## src/rtl/dibit_byte_packer.sv

```systemverilog
// Packs consecutive 2-bit dibits into a 2*NUM_DIBITS-bit word behind a valid/ready output.
// Double-buffered: one word may wait in the accumulator while the output register is occupied.
module dibit_byte_packer #(
  parameter int NUM_DIBITS = 4,
  parameter bit MSB_FIRST  = 1'b1
) (
  input  logic                      clk,
  input  logic                      reset,
  input  logic                      valid_in,
  input  logic [1:0]                data_in,
  input  logic                      flush,
  output logic                      ready_in,
  output logic                      valid_out,
  output logic [2*NUM_DIBITS-1:0]   data_out,
  input  logic                      ready_out,
  output logic [7:0]                word_count
);

  localparam int unsigned N        = NUM_DIBITS;
  localparam int unsigned W        = 2 * NUM_DIBITS;
  localparam logic [3:0]  CNT_FULL = 4'(NUM_DIBITS);

  typedef enum logic {
    OUT_EMPTY,
    OUT_FULL
  } out_state_t;

  out_state_t   r_out_state, w_out_state_nxt;
  logic [W-1:0] r_acc, w_acc_placed, w_acc_nxt;
  logic [3:0]   r_acc_cnt, w_cnt_placed, w_cnt_nxt;
  logic [W-1:0] r_data_out, w_data_nxt;
  logic [7:0]   r_word_count;

  logic w_ready_in;
  logic w_accept;
  logic w_drain;
  logic w_free;
  logic w_word_done;

  assign w_ready_in = (r_acc_cnt != CNT_FULL);
  assign w_accept   = valid_in & w_ready_in;
  assign w_drain    = (r_out_state == OUT_FULL) & ready_out;
  assign w_free     = (r_out_state == OUT_EMPTY) | ready_out;

  always_comb begin
    w_acc_placed = r_acc;
    if (w_accept) begin
      for (int unsigned i = 0; i < N; i++) begin
        if (r_acc_cnt == 4'(i)) begin
          if (MSB_FIRST) w_acc_placed[W-1-2*i -: 2] = data_in;
          else           w_acc_placed[2*i +: 2]     = data_in;
        end
      end
    end
    w_cnt_placed = r_acc_cnt + {3'b000, w_accept};
  end

  // Unfilled positions are already zero because the accumulator is cleared on every
  // hand-off, so a flush only has to close the word; the new dibit is placed first.
  always_comb begin
    w_word_done = (w_accept && (w_cnt_placed == CNT_FULL)) ||
                  (flush && w_ready_in && (w_cnt_placed != 4'd0));

    w_acc_nxt       = w_acc_placed;
    w_cnt_nxt       = w_cnt_placed;
    w_data_nxt      = r_data_out;
    w_out_state_nxt = r_out_state;

    if (w_word_done) begin
      if (w_free) begin
        w_data_nxt      = w_acc_placed;
        w_out_state_nxt = OUT_FULL;
        w_acc_nxt       = '0;
        w_cnt_nxt       = '0;
      end else begin
        w_cnt_nxt = CNT_FULL;
      end
    end else if (!w_ready_in && w_drain) begin
      w_data_nxt      = r_acc;
      w_out_state_nxt = OUT_FULL;
      w_acc_nxt       = '0;
      w_cnt_nxt       = '0;
    end else if (w_drain) begin
      w_out_state_nxt = OUT_EMPTY;
    end
  end

  always_ff @(posedge clk) begin
    if (reset) begin
      r_out_state  <= OUT_EMPTY;
      r_acc        <= '0;
      r_acc_cnt    <= '0;
      r_data_out   <= '0;
      r_word_count <= '0;
    end else begin
      r_out_state  <= w_out_state_nxt;
      r_acc        <= w_acc_nxt;
      r_acc_cnt    <= w_cnt_nxt;
      r_data_out   <= w_data_nxt;
      r_word_count <= r_word_count + {7'd0, w_drain};
    end
  end

  assign ready_in   = w_ready_in;
  assign valid_out  = (r_out_state == OUT_FULL);
  assign data_out   = r_data_out;
  assign word_count = r_word_count;

endmodule

```

## config.mk

```make
export PLATFORM = sky130hd
export DESIGN_NAME = dibit_byte_packer
export DESIGN_NICKNAME = d
export VERILOG_FILES = /design/src/rtl/dibit_byte_packer.sv
export SDC_FILE = /design/constraint.sdc
export NUM_CORES = 1
export LEC_CHECK = 0
export BUFFER_PORTS_ARGS = -buffer_cell sky130_fd_sc_hd__buf_2
export CAP_MARGIN = 0
export CORE_MARGIN = 5
export CORE_UTILIZATION = 40
export DETAILED_ROUTE_END_ITERATION = 7
export PLACE_DENSITY = 0.66
export REMOVE_ABC_BUFFERS = 1
export SLEW_MARGIN = 20
export SYNTH_ARGS = -nofsm -noshare
export SYNTH_HDL_FRONTEND = slang
export SYNTH_SLANG_ARGS = --single-unit
```

## constraint.sdc

```tcl
create_clock -name clk -period 3.13 [get_ports clk]
set_input_delay 0.4695 -clock clk [delete_from_list [all_inputs] [get_ports clk]]
set_output_delay 0.4695 -clock clk [all_outputs]
set_load 0.005 [all_outputs]
```

# Word level (Yosys, flattened, before mapping)
# Index checks and enable logic that the tools add are counted.
dict set report op_classes {
  add_sub_neg 2
  reduce_logical 12
  bitwise_logic 4
  n_eq_ne 6
  n_mux 18
}
# op n
set ops {}
lappend ops {{two-way mux 8 bit} 7}
lappend ops {{two-way mux 4 bit} 3}
lappend ops {{adder 8 x 1 -> 8 bit} 1}
lappend ops {{== test 4 x 2 -> 1 bit (second input constant)} 2}
lappend ops {{two-way mux 2 bit} 3}
lappend ops {{adder 4 x 1 -> 4 bit} 1}
lappend ops {{== test 4 x 1 -> 1 bit (second input constant)} 1}
lappend ops {{== test 4 x 3 -> 1 bit (second input constant)} 1}
lappend ops {{logical AND 1 bit} 4}
lappend ops {{zero test 4 bit} 1}
lappend ops {{two-way mux 1 bit} 4}
lappend ops {{inequality test 4 x 3 -> 1 bit (second input constant)} 1}
lappend ops {{AND reduction 2 bit} 2}
lappend ops {{nonzero test 4 bit} 1}
lappend ops {{two-way mux 3 bit} 1}
lappend ops {{nonzero test 3 bit} 1}
lappend ops {{AND 1 bit} 2}
lappend ops {{inequality test 2 bit (second input constant)} 1}
lappend ops {{nonzero test 2 bit} 1}
lappend ops {{zero test 1 bit} 1}
lappend ops {{logical OR 1 bit} 1}
lappend ops {{inverter 1 bit} 1}
lappend ops {{bitwise OR 1 bit} 1}
dict set report totals {
  input_bits 7
  output_inout_bits 18
  reg_bits 29
}

# Depth between registers and ports, before layout
# Gate-level depths: netlist of run 1.
dict set report logic_depth {
  word_depth 8
  mapped_depth 10
  mapped_depth_nobuf 9
}

# Least setup slack after synthesis of run 1
# OpenSTA, ideal clock, no wires.
dict set report synth_timing {
  path_type {register to register}
  startpoint {register r_acc_cnt[1]}
  endpoint {register r_data_out[2] (netlist: data_out[2])}
  synth_period_minus_slack_ns 2.693
  arrival_time_ns 2.559
  setup_time_ns 0.133
  required_ns 2.997
  path_stages_with_launch 11
  n_path_buf 1
  slack_ns 0.437
  cell_sequence {dfxtp_1 > nor4b_2 > nor2b_1 > ha_1 > ha_1 > nor2_1 > o211ai_1 > a221oi_4 > buf_6 > mux2i_1 > o32ai_1}
}
dict set report synth_between {
  elab_chain_cells 8
  elab_cells_between_ends 19
}
# item line
set synth_rtl {}
lappend synth_rtl {{start, declared} 30} ;# logic [3:0] r_acc_cnt, w_cnt_placed, w_cnt_nxt;
lappend synth_rtl {{start signal, assigned} 98} ;# r_acc_cnt <= w_cnt_nxt;
lappend synth_rtl {{inequality test 4 x 3 -> 1 bit} 40} ;# assign w_ready_in = (r_acc_cnt != CNT_FULL);
lappend synth_rtl {{AND 1 bit} 41} ;# assign w_accept = valid_in & w_ready_in;
lappend synth_rtl {{adder 4 x 1 -> 4 bit (*)} 55} ;# w_cnt_placed = r_acc_cnt + {3'b000, w_accept};
lappend synth_rtl {{net w_cnt_placed[1]} 30}
lappend synth_rtl {{== test 4 x 3 -> 1 bit / nonzero test 4 bit (equally long branches)} {61, 62}}
lappend synth_rtl {{logical AND 1 bit, on equally long branches} {61, 62}}
lappend synth_rtl {{logical OR 1 bit (*)} 61} ;# w_word_done = (w_accept && (w_cnt_placed == CNT_FULL)) ||
lappend synth_rtl {{inequality test 2 bit (no line) / nonzero test 2 bit (equally long branches)} --}
lappend synth_rtl {{AND reduction 2 bit (no line)} --}
lappend synth_rtl {{end signal, assigned} 99} ;# r_data_out <= w_data_nxt;
lappend synth_rtl {{end, declared} 31} ;# logic [W-1:0] r_data_out, w_data_nxt;
# Mark *: on every way through the listed nets, which the timed path passes. The rest lies on a longest branch. The select of a mux whose other input is x is not followed.
# A chain may end at the register's enable or synchronous reset.

# Worst setup path in the final report of run 1
# Same ends and word-level chain as after synthesis.

==> impl_metrics.toml, run 1 <==
[sta]
clock_skew_ns = 0.008965
report.final.hold_viol_count = 0
timing.fmax_ghz = 0.3537
rsz0062_at_grt = "false"
timing.final.crit_share_pct = 90.33
setup_viol_count_final = 0
finalSetupTns_ns = 0
maxSlewViolCount = 0
period_needed_ns = 2.827
slew_headroom_pct = 52.66
max_slew.worst_pin.slew_ns = 0.7101

[synth]
post_synth_edffs = 0
synth_seq_area_share_pct = 42.80
netlist_instances = 134
avgSynthCellArea_um2 = 10.12
synth.cell_area_mm2 = 0.001356
synth-seq-cells = 29
synth_warnings = 0
netlist-cell-type-count = 34
ys_dominant_reg_cell = "dfxtp_1"
synth_async_sr_flop_share_pct = 0

[clock_tree]
cts_buf_count = 5
cts_tree = "done"
cts.clk_slew.worst_paths_ns = 0.09
cts_max_level = 2
clock-sinks = 29
insertion_delay_ns = 0.32
root_buffer = "clkbuf_4"
cts-root-to-sink-buffers = 2
post_cts.resized_instances = 0
post-cts-setup-buffer-count = 0
post_cts_hold_buffer_count = 0

[critical_path]
cp-end-kind = "flip-flop"
crit_path_start_kind = "flip-flop"
worstPathMaxFanout = 12
worst_ep_arrival_time_ns = 3.00
worstPathRequired_ns = 3.31
criticalPathCategory = "reg2reg"

[pwr]
power.share.clock_pct = 18.5
pint_mw = 0.7118
power_frac_seq_pct = 39.4
leakage_dissipation_nw = 0.6785
max-vdd-ir-drop_uv = 282.8
combPwrFrac_pct = 42.1
p_per_area_mw_per_mm2 = 719.7
reported_net_switching_power_mw = 0.4210
sw_frac_of_total_pct = 37.16

[hold_path]
holdCritPathClass = "reg2reg"

[die]
coreArea_mm2 = 0.003311
effective_utilization_at_floorplan_pct = 40.97
placementRows = 21
number_of_i_o_pins = 25
die_height_um = 68.23
chipWidth_um = 68.23
die_area_mm2 = 0.004655

[detailed_routing]
route.final.wire_length_mm = 2.683
drt_drc_violations_left = 0
dr.pass1.iters = 3
via_count = 1050
vias_per_cell = 5.000
ant_nets = 0
route.detailed.wl_per_inst_um = 12.78
initialDrtViolationCount = 24

[flow_run]
drv_cap = 0

[final_layout]
num-nets-final = 174
antenna-diode-count = 0
fillCellCount = 348
final_layout_size_suffix_gt1_share_pct = 28.05
finish.utilization_pct = 47.54
areaGrowthSynthToFinish_pct = 16.05

[global_routing]
groute.usage.overall_pct = 13.44
grt_pass1_vias = 1084
grt_antenna_before_repair = 0
globalRouteOverflowTotal = 0
largest_net_degree_at_the_start_of_global_routing = 21
grt_first_pass_wirelength_mm = 4.678

[placement]
place.gp.congestion = 0.8172
port_buffers = 24
hpwlAfterDp_mm = 2.018

[outcome]
outcome = "finished clean"
-- sequential cells by signal (all words and copies together) (netlist names) --
signal      flops
data_out        8
r_acc           8
word_count      8
r_acc_cnt       4
valid_out       1
-- cell usage after synthesis, types with 2 or more instances --
| master | count | share of area, % |
|---|---|---|
| a21oi_1 | 2 | 0.74 |
| xor2_1 | 4 | 2.6 |
| nor2_1 | 14 | 3.9 |
| nand3_1 | 5 | 1.8 |
| inv_1 | 10 | 2.8 |
| nor2b_1 | 11 | 5.1 |
| o211ai_1 | 2 | 1.1 |
| and3_1 | 2 | 0.92 |
| dfxtp_1 | 29 | 43 |
| clkbuf_1 | 2 | 0.55 |
| ha_1 | 4 | 3.7 |
| mux2_2 | 7 | 5.8 |
| o32ai_1 | 7 | 4.5 |
| mux2i_1 | 8 | 5.9 |
| and2_1 | 6 | 2.8 |
| xnor2_1 | 3 | 1.9 |
-- layout make-up --
type | instances | area (um^2) | area share (%)
multi-input cells | 91 | 711.9 | 45.23
clock inverters | 2 | 10.01 | 0.6359
repair buffers | 26 | 135.1 | 8.585
clock buffers | 6 | 41.29 | 2.623
well taps | 46 | 57.56 | 3.657
flip-flops and latches | 29 | 580.6 | 36.88
inverters | 10 | 37.54 | 2.385
-- worst max-delay path, cell delays in order, from the launching register on --
cell and delay [ns]:
dfxtp_1 0.39, nor4b_2 0.34, nor2b_1 0.09, ha_1 0.22, ha_1 0.29, nor2_1 0.19
o211ai_1 0.16, a221oi_4 0.65, mux2i_1 0.27, o32ai_1 0.09
-- per-layer routing --
layer  share of wire [%]  track usage (%)  up-vias
li1                    -                -      529
met1                  42            15.28      493
met2                  50            23.35       23
met3                 6.3            4.598        5
met4                 1.1            4.467        0
met5                   0                0        -
-- layout by cell type (no fill, tap or decap), types with 5 or more instances in the layout --
cell and n:
dfxtp_1 29, buf_2 24, nor2_1 14, nor2b_1 11, inv_1 10, mux2i_1 8
mux2_2 7, o32ai_1 7, and2_1 6, nand3_1 5, clkbuf_4 5
-- worst paths after layout --
kind / cells after the start / slack, ns / startpoint / endpoint
worst min register to register: 2 / 0.46 / data_out[2] / data_out[2]
worst min-delay path: 2 / 0.46 / data_out[2] / data_out[2]
worst max-delay path: 9 / 0.30 / r_acc_cnt[1] / data_out[2]
worst max register to register: 9 / 0.30 / r_acc_cnt[1] / data_out[2]
-- power by group through the flow --
stage	Sequential (mW)	Combinational, mW	Clock [mW]
after floorplan	0.450	0.350	0
final	0.447	0.477	0.209
after CTS	0.447	0.485	0.220
after global placement	0.452	0.473	0
after global routing	0.453	0.527	0.240
after detailed placement	0.455	0.483	0
-- logic make-up after synthesis --
group / after synthesis / synth area share [%]
and+or+nand+nor: 47 / 19.74
DFF: 29 / 42.80
AOI/OAI and AO/OA: 18 / 12.82
muxes: 15 / 11.72
buffers and inverters: 14 / 4.705
xor gates and xnor gates: 7 / 4.520
adders and majority gates: 4 / 3.690
-- stage by stage --
stage	worst slack [ns]	cell area (um^2)	total power, mW	cells	hold WS [ns]
6_report	0.3028	1574	1.133	210	0.4566
5_1_grt	0.06149	1574	1.219	210	0.4796
4_1_cts	0.2915	1574	1.152	210	0.4570
3_5_place_dp	0.2952	1523	0.9384	202	0.4430
3_3_place_gp	0.4275	1523	0.9249	202	0.4395
2_1_floorplan	0.3189	1330	0.8000	130	0.4497
(Power assumes the default switching activity.)
==> run 2: changes to the inputs <==
--- a/config.mk
+++ b/config.mk
@@ -7,10 +7,12 @@
 export LEC_CHECK = 0
 export BUFFER_PORTS_ARGS = -buffer_cell sky130_fd_sc_hd__buf_2
 export CAP_MARGIN = 0
+export CELL_PAD_IN_SITES_DETAIL_PLACEMENT = 0
+export CELL_PAD_IN_SITES_GLOBAL_PLACEMENT = 1
 export CORE_MARGIN = 5
 export CORE_UTILIZATION = 40
 export DETAILED_ROUTE_END_ITERATION = 7
-export PLACE_DENSITY = 0.66
+export PLACE_DENSITY = 0.8
 export REMOVE_ABC_BUFFERS = 1
 export SLEW_MARGIN = 20
 export SYNTH_ARGS = -nofsm -noshare
==> impl_metrics.toml, run 2 (synthesized netlist as in run 1, its figures left out) <==
[outcome]
outcome = "finished clean"

[die]
chipWidth_um = 68.23
die_area_mm2 = 0.004655
coreArea_mm2 = 0.003311
number_of_i_o_pins = 25
effective_utilization_at_floorplan_pct = 40.97
placementRows = 21
die_height_um = 68.23

[hold_path]
holdCritPathClass = "in2reg"
holdCritStartpoint = "ready_out"
min_delay_path_depth = 4

[final_layout]
fillCellCount = 332
antenna-diode-count = 0
sequential_cell_area_um2 = 580.6
areaGrowthSynthToFinish_pct = 18.54
instances_no_fill = 210
most_frequent_cells_in_the_layout = "dfxtp_1, buf_2, nor2_1"
final_layout_size_suffix_gt1_share_pct = 28.05
num-nets-final = 174
layout_commonest_cell = "dfxtp_1"
multi_input_area_um2 = 711.9

[placement]
placedCellCount = 202
detailedPlace.worstSlack_ns = 0.3448
hpwlAfterDp_mm = 1.958
place.gp.congestion = 0.7607
port_buffers = 24

[sta]
fin_worst_hold_slack_ns = 0.4522
finalSetupTns_ns = 0
clock_skew_ns = 0.007771
period_needed_ns = 2.777
setup_viol_count_final = 0
fin_ws_ns = 0.3534
timing.final.crit_share_pct = 88.71
report.final.hold_viol_count = 0
slew_headroom_pct = 58.53
maxSlewViolCount = 0
max_slew.worst_pin.slew_ns = 0.6220
rsz0062_at_grt = "false"
timing.fmax_ghz = 0.3602

[critical_path]
critical_path.slowest_cell = "o21ai_2"
critical-path-top-cell-by-count = "ha_1"
worstPathBufferInverterCount = 0
worstPathMaxFanout = 16
cp.depth = 9
reg2reg_from = "r_acc_cnt[1]"
worst_ep_arrival_time_ns = 2.96
worstPathRequired_ns = 3.32
crit_path_start_kind = "flip-flop"
cpLargestDelayFamily = "compound AO/OA/AOI/OAI gates"
ff2ff_path_depth = 9
criticalPathCategory = "reg2reg"
max_stage_delay_ns = 0.54
crit_start = "r_acc_cnt[1]"
timing.critical_path.cells = "nor4b_2, nor2b_1, ha_1, ha_1, nor2_1, and2_1, a211o_1, o21ai_2, o32ai_1"
cp-end-kind = "flip-flop"

[detailed_routing]
via_count = 1037
dr.pass1.iters = 4
ant_nets = 0
initialDrtViolationCount = 40
drt_drc_violations_left = 0
route.final.wire_length_mm = 2.652
route.detailed.wl_per_inst_um = 12.63
vias_per_cell = 4.938

[clock_tree]
root_buffer = "clkbuf_4"
cts.clk_slew.worst_paths_ns = 0.09
clock-sinks = 29
cts_tree = "done"
post_cts_hold_buffer_count = 0
cts_max_level = 2
post_cts.resized_instances = 0
insertion_delay_ns = 0.33
post-cts-setup-buffer-count = 0
cts_buf_count = 5
cts-root-to-sink-buffers = 2

[pwr]
p_per_area_mw_per_mm2 = 767.1
max-vdd-ir-drop_uv = 353.0
p_total_mw = 1.233
leakage_dissipation_nw = 0.6920

[flow_run]
drv_cap = 0

[global_routing]
largest_net_degree_at_the_start_of_global_routing = 21
globalRouteOverflowTotal = 0
grt_antenna_before_repair = 0
groute.usage.overall_pct = 13.55
grt_pass1_vias = 1059
grt_first_pass_wirelength_mm = 4.705
run 2: report_power, final:
group / internal (mW) / switching (mW) / leakage (nW)
Clock: 0.191 / 0.128 / 0.0455
Sequential: 0.411 / 0.0354 / 0.235
Combinational: 0.213 / 0.255 / 0.412
Total: 0.815 / 0.418 / 0.692
run 2: path summary, 6_finish.rpt:
kind | to | slack [ns]
setup reg to reg | data_out[0] | 0.35
hold / removal | valid_out | 0.45
setup / recovery | data_out[0] | 0.35
hold reg to reg | data_out[3] | 0.46
run 2: metrics by stage:
step	cell area [um^2]	utilization, %
after detailed placement	1523	45.99
after floorplan	1330	-
after CTS	1608	48.56
after global routing	1608	48.56
after global placement	1523	45.99
final	1608	48.56
run 2: layout make-up:
type / instances / area share (%)
well taps: 46 / 3.580
multi-input cells: 91 / 44.28
inverters: 10 / 2.335
repair buffers: 26 / 8.405
flip-flops and latches: 29 / 36.11
clock buffers: 7 / 3.424
clock inverters: 1 / 1.868
run 2: layer usage:
layer  share of wire (%)  GRT usage (%)  routed length (um)  up-vias
met1                  45          15.09                1185      477
met5                   0              0                   0        -
met2                  47          22.98                1244       24
met4                 1.7          5.955                  46        0
li1                    -              -                   -      530
met3                 6.6          4.926                 176        6
run 2: worst min-delay path: stages:
cell and delay, ns:
buf_2 0.10, a21oi_1 0.06, nor2_1 0.07, nor2_1 0.04
